`src/rtl/dmem_pkg.sv`:
```
// Shared types and constants for the data-memory access controller.
package dmem_pkg;

  localparam int LANES  = 4;
  localparam int LANE_W = 2;

  typedef enum logic [1:0] {
    IDLE,
    XFER,
    WAIT,
    DONE
  } state_t;

  // Index of the final byte cycle: lane 0 for a byte access, lane 3 for a word.
  function automatic logic [LANE_W-1:0] last_lane(input logic is_byte);
    return is_byte ? '0 : LANE_W'(LANES - 1);
  endfunction

endpackage

```
`src/rtl/rr_arbiter2.sv`:
```
// Two-requester round-robin arbiter; on a tie the port that did not win last time is granted.
module rr_arbiter2 (
  input  logic       clk,
  input  logic       rst,
  input  logic [1:0] req,
  input  logic       advance,
  output logic [1:0] grant
);

  logic last_grant;

  // Pick a one-hot winner from the current requests and the previous winner
  always_comb begin
    grant = 2'b00;
    case (req)
      2'b01:   grant = 2'b01;
      2'b10:   grant = 2'b10;
      2'b11:   grant = last_grant ? 2'b01 : 2'b10;
      default: grant = 2'b00;
    endcase
  end

  // Remember the winner only when the grant is actually taken; reset favours port 0
  always_ff @(posedge clk) begin
    if (rst) begin
      last_grant <= 1'b1;
    end else if (advance && (grant != 2'b00)) begin
      last_grant <= grant[1];
    end
  end

endmodule

```
`src/rtl/dmem_access_ctrl.sv`:
```
// Data-memory access controller: arbitrates two requesters onto a byte-wide
// memory and sequences each word access as four little-endian byte cycles.
module dmem_access_ctrl
  import dmem_pkg::*;
#(
  parameter int N      = 32,
  parameter int ADDR_W = 12,
  parameter int DATA_W = 8
) (
  input  logic              clk,
  input  logic              rst,
  input  logic              p0_req,
  input  logic              p0_we,
  input  logic              p0_byte,
  input  logic [N-1:0]      p0_addr,
  input  logic [N-1:0]      p0_wdata,
  output logic [N-1:0]      p0_rdata,
  output logic              p0_done,
  input  logic              p1_req,
  input  logic              p1_we,
  input  logic              p1_byte,
  input  logic [N-1:0]      p1_addr,
  input  logic [N-1:0]      p1_wdata,
  output logic [N-1:0]      p1_rdata,
  output logic              p1_done,
  output logic [ADDR_W-1:0] mem_addr,
  output logic [DATA_W-1:0] mem_wdata,
  output logic              mem_we,
  output logic              mem_re,
  input  logic [DATA_W-1:0] mem_rdata,
  output logic              busy
);

  state_t                       state;
  logic [1:0]                   grant;
  logic                         sel_we;
  logic                         sel_byte;
  logic [ADDR_W-1:0]            sel_addr;
  logic [LANES-1:0][DATA_W-1:0] sel_wdata;
  logic                         port_q;
  logic                         we_q;
  logic                         byte_q;
  logic [ADDR_W-1:0]            addr_q;
  logic [LANES-1:0][DATA_W-1:0] wdata_q;
  logic [LANE_W-1:0]            cnt;
  logic [LANE_W-1:0]            cnt_next;
  logic                         we_strobe;
  logic                         re_strobe;
  logic                         cap_valid;
  logic [LANE_W-1:0]            cap_lane;
  logic [LANES-1:0][DATA_W-1:0] shadow;
  logic [LANES-1:0][DATA_W-1:0] shadow_next;
  logic [N-1:0]                 read_result;
  logic                         unused_addr_bits;

  assign unused_addr_bits = ^{p0_addr[N-1:ADDR_W], p1_addr[N-1:ADDR_W]};

  rr_arbiter2 u_arb (
    .clk     (clk),
    .rst     (rst),
    .req     ({p1_req, p0_req}),
    .advance (state == IDLE),
    .grant   (grant)
  );

  // Steer the winning requester's command fields toward the transaction latches
  always_comb begin
    sel_we    = grant[1] ? p1_we    : p0_we;
    sel_byte  = grant[1] ? p1_byte  : p0_byte;
    sel_addr  = grant[1] ? p1_addr[ADDR_W-1:0] : p0_addr[ADDR_W-1:0];
    sel_wdata = grant[1] ? p1_wdata : p0_wdata;
  end

  assign cnt_next = cnt + 1'b1;

  // The byte strobed last cycle arrives now; merge it into its lane of the shadow word
  always_comb begin
    shadow_next = shadow;
    if (cap_valid) begin
      shadow_next[cap_lane] = mem_rdata;
    end
  end

  // Final read value, including the lane landing this cycle; byte reads are zero-extended
  always_comb begin
    read_result = shadow_next;
    if (byte_q) begin
      read_result = {{(N-DATA_W){1'b0}}, shadow_next[0]};
    end
  end

  // Strobes are masked by rst so the edge that applies a reset never commits a memory write
  assign mem_we = we_strobe & ~rst;
  assign mem_re = re_strobe & ~rst;

  // Transaction sequencer: grant, byte cycles, final read capture, done pulse
  always_ff @(posedge clk) begin
    if (rst) begin
      state     <= IDLE;
      port_q    <= 1'b0;
      we_q      <= 1'b0;
      byte_q    <= 1'b0;
      addr_q    <= '0;
      wdata_q   <= '0;
      cnt       <= '0;
      we_strobe <= 1'b0;
      re_strobe <= 1'b0;
      mem_addr  <= '0;
      mem_wdata <= '0;
      cap_valid <= 1'b0;
      cap_lane  <= '0;
      shadow    <= '0;
      busy      <= 1'b0;
      p0_done   <= 1'b0;
      p1_done   <= 1'b0;
      p0_rdata  <= '0;
      p1_rdata  <= '0;
    end else begin
      p0_done   <= 1'b0;
      p1_done   <= 1'b0;
      shadow    <= shadow_next;
      cap_valid <= re_strobe;
      cap_lane  <= cnt;
      case (state)
        IDLE: begin
          if (grant != 2'b00) begin
            port_q    <= grant[1];
            we_q      <= sel_we;
            byte_q    <= sel_byte;
            addr_q    <= sel_addr;
            wdata_q   <= sel_wdata;
            cnt       <= '0;
            mem_addr  <= sel_addr;
            mem_wdata <= sel_wdata[0];
            we_strobe <= sel_we;
            re_strobe <= ~sel_we;
            busy      <= 1'b1;
            state     <= XFER;
          end
        end
        XFER: begin
          if (cnt == last_lane(byte_q)) begin
            we_strobe <= 1'b0;
            re_strobe <= 1'b0;
            if (we_q) begin
              state <= DONE;
              if (port_q) p1_done <= 1'b1;
              else        p0_done <= 1'b1;
            end else begin
              state <= WAIT;
            end
          end else begin
            cnt       <= cnt_next;
            mem_addr  <= addr_q + ADDR_W'(cnt_next);
            mem_wdata <= wdata_q[cnt_next];
          end
        end
        WAIT: begin
          state <= DONE;
          if (port_q) begin
            p1_done  <= 1'b1;
            p1_rdata <= read_result;
          end else begin
            p0_done  <= 1'b1;
            p0_rdata <= read_result;
          end
        end
        DONE: begin
          busy  <= 1'b0;
          state <= IDLE;
        end
        default: state <= IDLE;
      endcase
    end
  end

endmodule

```
`config.mk`:
```
export PLATFORM = sky130hd
export DESIGN_NAME = dmem_access_ctrl
export DESIGN_NICKNAME = d
export VERILOG_FILES = /design/src/rtl/dmem_pkg.sv /design/src/rtl/rr_arbiter2.sv /design/src/rtl/dmem_access_ctrl.sv
export SDC_FILE = /design/constraint.sdc
export NUM_CORES = 1
export LEC_CHECK = 0
export BUFFER_PORTS_ARGS = -buffer_cell sky130_fd_sc_hd__buf_2
export CAP_MARGIN = 20
export CORE_UTILIZATION = 48
export CTS_BUF_LIST = sky130_fd_sc_hd__clkbuf_4
export CTS_CLUSTER_DIAMETER = 30
export DETAILED_ROUTE_END_ITERATION = 12
export MAX_ROUTING_LAYER = met4
export PLACE_DENSITY_LB_ADDON = 0.08
export SETUP_SLACK_MARGIN = 0.02
export SLEW_MARGIN = 0
export SYNTH_ARGS = -nofsm -noshare
export SYNTH_HDL_FRONTEND = slang
export SYNTH_SLANG_ARGS = --single-unit
```
`constraint.sdc`:
```
create_clock -name clk -period 2.2 [get_ports clk]
set_input_delay 0.11 -clock clk [delete_from_list [all_inputs] [get_ports clk]]
set_output_delay 0.11 -clock clk [all_outputs]
set_load 0.1 [all_outputs]
```
; ---- Word-level counts from Yosys, hierarchy flattened
; Cells that the tools add are included.
[word_totals]
ff_bits = 176
inputBits = 144
word_cells = 101
out_inout_bits = 89
[classes]
reduce_logical = 13
n_lt_le_gt_ge = 3
bitwise = 5
eq_ne = 10
add_sub_neg = 2
mux = 42
[op_table]
columns = operator, count
row1 = $mux 32, 3
row2 = $mux 12, 3
row3 = $bwmux 32, 1
row4 = $mux 8, 4
row5 = $pmux 12 s2, 1
row6 = $bmux 8 s2, 1
row7 = $demux 8 s2, 1
row8 = $pmux 8 s2, 1
row9 = $mux 1, 13
row10 = $add 12x2->12, 1
row11 = $mux 2, 6
row12 = $pmux 1 s2, 5
row13 = $reduce_and 2->1, 5
row14 = $eq 2x2->1 const B, 4
row15 = $pmux 2 s4, 1
row16 = $lt 2x3->1 const B, 2
row17 = $ne 2x2->1 const B, 3
row18 = $pmux 2 s3, 1
row19 = $reduce_and 3->1, 2
row20 = $reduce_bool 2->1, 3
row21 = $eq 2x1->1 const B, 2
row22 = $pmux 2 s2, 1
row23 = $not 1->1, 3
row24 = $add 2x1->2 const B, 1
row25 = other kinds (5), 7

; ---- Logic depth before layout (Yosys ltp)
[depth]
ltp_word = 7
mapped_depth = 10
depth_no_buf = 8

; ---- By module
; A second synthesis with hierarchy kept.
[unflattened]
hier_cells = 820
area_unflattened_um2 = 7529.7
[modules_own_cells]
columns = module, area_per_inst_um2, cells_each, n_inst, seq_area_each_um2
row1 = dmem_access_ctrl, 7468.4, 813, 1, 3503.4
row2 = rr_arbiter2, 61.3, 7, 1, 20.0

; ---- Worst setup path after synthesis
; No wires, ideal clock.
[synth_timing]
path_kind = register to register
start = register cnt[1]
end = register mem_addr[3]
t_arrival_ns = 2.247
period_less_slack_ns = 2.314
n_path_buf = 1
path_stages_with_launch = 9
slack_ns = -0.114
cell_sequence = dfxtp_1 clkbuf_1 xor2_1 ha_1 a21oi_1 nor2b_1 xnor2_1 a211o_1 a21oi_2
[synth_via]
elab_chain_len = 4
[synth_rtl]
columns = element, line_no
row1 = "start, declared", dmem_access_ctrl.sv:45  ; logic [LANE_W-1:0] cnt;
row2 = "start signal, assigned", dmem_access_ctrl.sv:153  ; cnt <= cnt_next;
row3 = $add 2x1->2, dmem_access_ctrl.sv:74  ; assign cnt_next = cnt + 1'b1;
row4 = $add 12x2->12, dmem_access_ctrl.sv:154  ; mem_addr <= addr_q + ADDR_W'(cnt_next);
row5 = $mux 12, dmem_access_ctrl.sv:142  ; if (cnt == last_lane(byte_q)) begin
row6 = $pmux 12 s2, dmem_access_ctrl.sv:124  ; case (state)
row7 = "end signal, assigned", dmem_access_ctrl.sv:133  ; mem_addr <= sel_addr;
row8 = "end signal, assigned", dmem_access_ctrl.sv:154
row9 = "end, declared", dmem_access_ctrl.sv:26  ; output logic [ADDR_W-1:0] mem_addr,
; Parallel ways exist; a longest one is shown, timed or not. The select of a mux whose other input is x is not followed.
; A chain may end at the register's enable or synchronous reset.

; ---- Worst setup path in the final report
[layout_timing]
start = register u_arb.last_grant
end = register mem_wdata[4]
[layout_via]
elab_chain_len = 5
[layout_rtl]
columns = element, line_no
row1 = "start, declared", rr_arbiter2.sv:10  ; logic last_grant;
row2 = "start signal, assigned", rr_arbiter2.sv:28  ; last_grant <= grant[1];
row3 = $mux 2 *, rr_arbiter2.sv:18  ; 2'b11: grant = last_grant ? 2'b01 : 2'b10;
row4 = $pmux 2 s3 *, rr_arbiter2.sv:15  ; case (req)
row5 = $mux 32 or $reduce_bool 2->1 (tied branches), "dmem_access_ctrl.sv:71, dmem_access_ctrl.sv:126"
row6 = $mux 8 or $ne 2x2->1 (tied branches), n/a
row7 = $pmux 8 s2 or $reduce_and 3->1 (tied branches), n/a
row8 = "end signal, assigned", dmem_access_ctrl.sv:134  ; mem_wdata <= sel_wdata[0];
row9 = "end signal, assigned", dmem_access_ctrl.sv:155  ; mem_wdata <= wdata_q[cnt_next];
row10 = "end, declared", dmem_access_ctrl.sv:27  ; output logic [DATA_W-1:0] mem_wdata,
; Mark *: on every way between the ends. The rest lies on a longest branch, timed or not. The select of a mux whose other input is x is not followed.

==> results.md <==
* Outcome: completed
* Drt via density at 5.11
* Pwr Total at 11.6 mW
* Final #Nets at 1270
* CP endpoint kind: flop
* Worst Path Class, Setup: reg -> reg
* DP Wirelength at 12400 µm
* Tcrit/Tclk final at 92.1%
* Slew HR at 57.0%
* Largest net degree at the start of global routing at 68
* Fin. max-slew vios at 0
* Warnings, synthesis at 0
* Clock Root Buffer: clkbuf_4
* Period minus WS final at 2030 ps
* Maximum root-to-sink buffer count at 2
* Mapped Area at 0.00744 mm²
* Vias in the first global route at 6325
* Routed wl met3 at 975 µm
* Synth top area share at 47.4%
* Cell accounting for the most synthesized area: dfxtp_1
* Mapped Nets at 990
* Rows at 45
* Startpoint types: flop
* Critical path fanouts, max at 21
* Drt drc at 0
* Routed via count at 6749
* Initial drt markers at 362
* Reg2reg end: mem_wdata[4]
* Hold Crit Depth at 5
* Critical Path AT at 2490 ps
* Synth Register Bits at 176
* Proportion of layout cells with a drive suffix above 1 at 24.2%
* Slew @ Worst Pin at 645 ps
* Fill count at 1265
* Critical Path Source: u_arb.last_grant
* Global route overflow at 0
* Crit path to: mem_wdata[4]
* CTS tree: yes
* Max Cap Viol at 0
* Met1 Routed Length at 9660 µm
* Placeable core region at 0.0151 mm²
* Leakage power at 4.37 nW
* Num CTS Buffers at 17
* Synth Instances at 839
* Post-synthesis sequential area ratio at 47.4%
* Met2 WL at 9120 µm
* Slowest cell on crit path: dlygate4sd3_1
* Initial antenna violation count at 1
* Asr flop ratio synth at 0%
* VDD IR-drop max at 0.752 mV
* Clk_lat worst skew at 570 ps
* Top cells by count, synth: dfxtp_1 (176), nor2_1 (145), nand2_1 (128)
* Worst Hold Launch: p1_addr[1]
* Initial core utilization at 49.1%
* Worst R2R Setup Slack at 170 ps
* Power per cell area at 1150 mW/mm²
* Post-route cell area at 0.0100 mm²
* Dpl cell area at 0.00857 mm²
* Hold crit path type: in -> reg
* Cell variety after synth at 46
* Reg area at 0.00352 mm²
* FF-to-FF path depth at 7
* Syn_area_per_cell at 8.87 µm²
* RSZ-0062 raised after global routing: false
* Final hold violations at 0
* Synth area leaders: dfxtp_1 (47%), mux2i_1 (11%), nor2_1 (7.3%)
* Slowest cell delay on critical path at 600 ps
* Depth of the CTS H-tree at 4
* Worst r2r src: u_arb.last_grant
* Final setup viols at 0
* CP Data Required Time at 2660 ps
* Main flop type after synthesis: dfxtp_1
* Peak Freq at 0.494 GHz
* DR top layer: met4
* Area occupied by multi-input gates at 0.00365 mm²
* I/O pin count at 233
* First-pass GRT wire length at 31900 µm
* DR WL/cell at 15.0 µm
* Worst-path cell chain: a21boi_4 > buf_12 > mux2i_1 > dlygate4sd3_1 > nor2_1 > a211oi_1 > nor3_1
* Pre-Repair DR Iteration Count at 5
* Sink Count at 176
* Area growth from synthesis to layout at 35.0%
* Die width at 127 µm
* Buffers on Ports at 192
* Antenna Nets Post-Route at 0
* Die area at 0.0160 mm²
* Total GRT Usage at 26.1%
* Clk pin slew, worst setup/hold paths at 150 ps
* Routability Congestion at 0.750
* Die Y at 127 µm
* Count leader, synth: dfxtp_1
* Post-synth EDFFs at 0
* Final wirelength at 19900 µm
* Clock skew at 24.3 ps
-- sequential cells by signal (all words and copies together) (netlist names), 8 cells and up --
name,flops
shadow,32
wdata_q,32
p1_rdata,32
mem_wdata,8
p0_rdata,32
addr_q,12
mem_addr,12
-- cell usage in the layout, fill, tap and decap left out, drive strengths merged, types with 13 or more instances in the layout --
| master | synthesis | routed |
|---|---|---|
| dfxtp | 176 | 176 |
| nor2 | 145 | 145 |
| a211oi | 70 | 70 |
| nor3 | 13 | 13 |
| a21oi | 70 | 70 |
| nand2 | 128 | 128 |
| clkbuf | 40 | 18 |
| mux2i | 82 | 82 |
| buf | 26 | 216 |
| dlygate4sd3 | 0 | 109 |
-- where the power goes --
part | total [mW] | switching [mW] | internal (mW)
registers | 4.17 | 0.392 | 3.78
clock network | 1.95 | 1.15 | 0.801
logic | 5.47 | 3.76 | 1.71
total | 11.6 | 5.30 | 6.29
-- stage by stage --
stage | std cells | TNS [ps] | worst slack, ps | util, % | hold WS (ps)
finish | 1321 | 0 | 175 | 66.3 | 39.1
CTS | 1317 | 0 | 72.6 | 65.8 | 1.65
floorplan | 839 | -1.79 | -1.79 | - | 273
global route | 1321 | 0 | 26.2 | 66.3 | 4.42
detailed placement | 1176 | 0 | 129 | 56.6 | 442
global placement | 1176 | 0 | 158 | 56.6 | 436
-- critical path: cells and delay by family (launching register included) --
family	cells	cell delay, ps
flops	1	370
simple gates	2	130
mux	1	200
compound gates	2	420
buf+inv	2	810
-- metal layers --
| layer | track usage (%) | vias to the layer above |
|---|---|---|
| met5 | - | - |
| met4 | 6.31 | 0 |
| met3 | 5.57 | 7 |
| met2 | 40.0 | 171 |
| met1 | 35.0 | 3113 |
| li1 | - | 3458 |
-- cell type report --
class / count / area share (%)
antenna: 1 / 0.0249
timing repair buffer: 326 / 23.0
tap: 188 / 2.34
clock buffer: 17 / 1.27
inverter: 5 / 0.187
multi-input combinational: 593 / 36.3
clock inverter: 15 / 1.77
sequential: 176 / 35.1
-- timing repair --
item                       CTS  global route
resized for setup            0             7
buffers inserted             0             1
hold buffers               109             0
setup endpoints to repair    0            20
hold endpoints to repair    89             0
-- worst min path at each step --
stage | slack [ps] | to
final | 40 | mem_addr[1]
after global routing | 4 | mem_wdata[0]
after CTS | 2 | mem_addr[1]
after detailed placement | 440 | mem_addr[2]
after global placement | 440 | mem_addr[2]
after floorplan | 270 | shadow[10]
-- cells by family after synthesis --
| kind of cell | count (synthesis) | share of synthesized area (%) |
|---|---|---|
| adders and majority gates | 7 | 1.28 |
| buffers and inverters | 71 | 4.37 |
| DFF | 176 | 47.4 |
| and+or+nand+nor | 320 | 17.9 |
| AOI/OAI and AO/OA | 169 | 15.0 |
| muxes | 90 | 13.5 |
| xor gates and xnor gates | 6 | 0.706 |
Power figures use the tool's default switching activity.
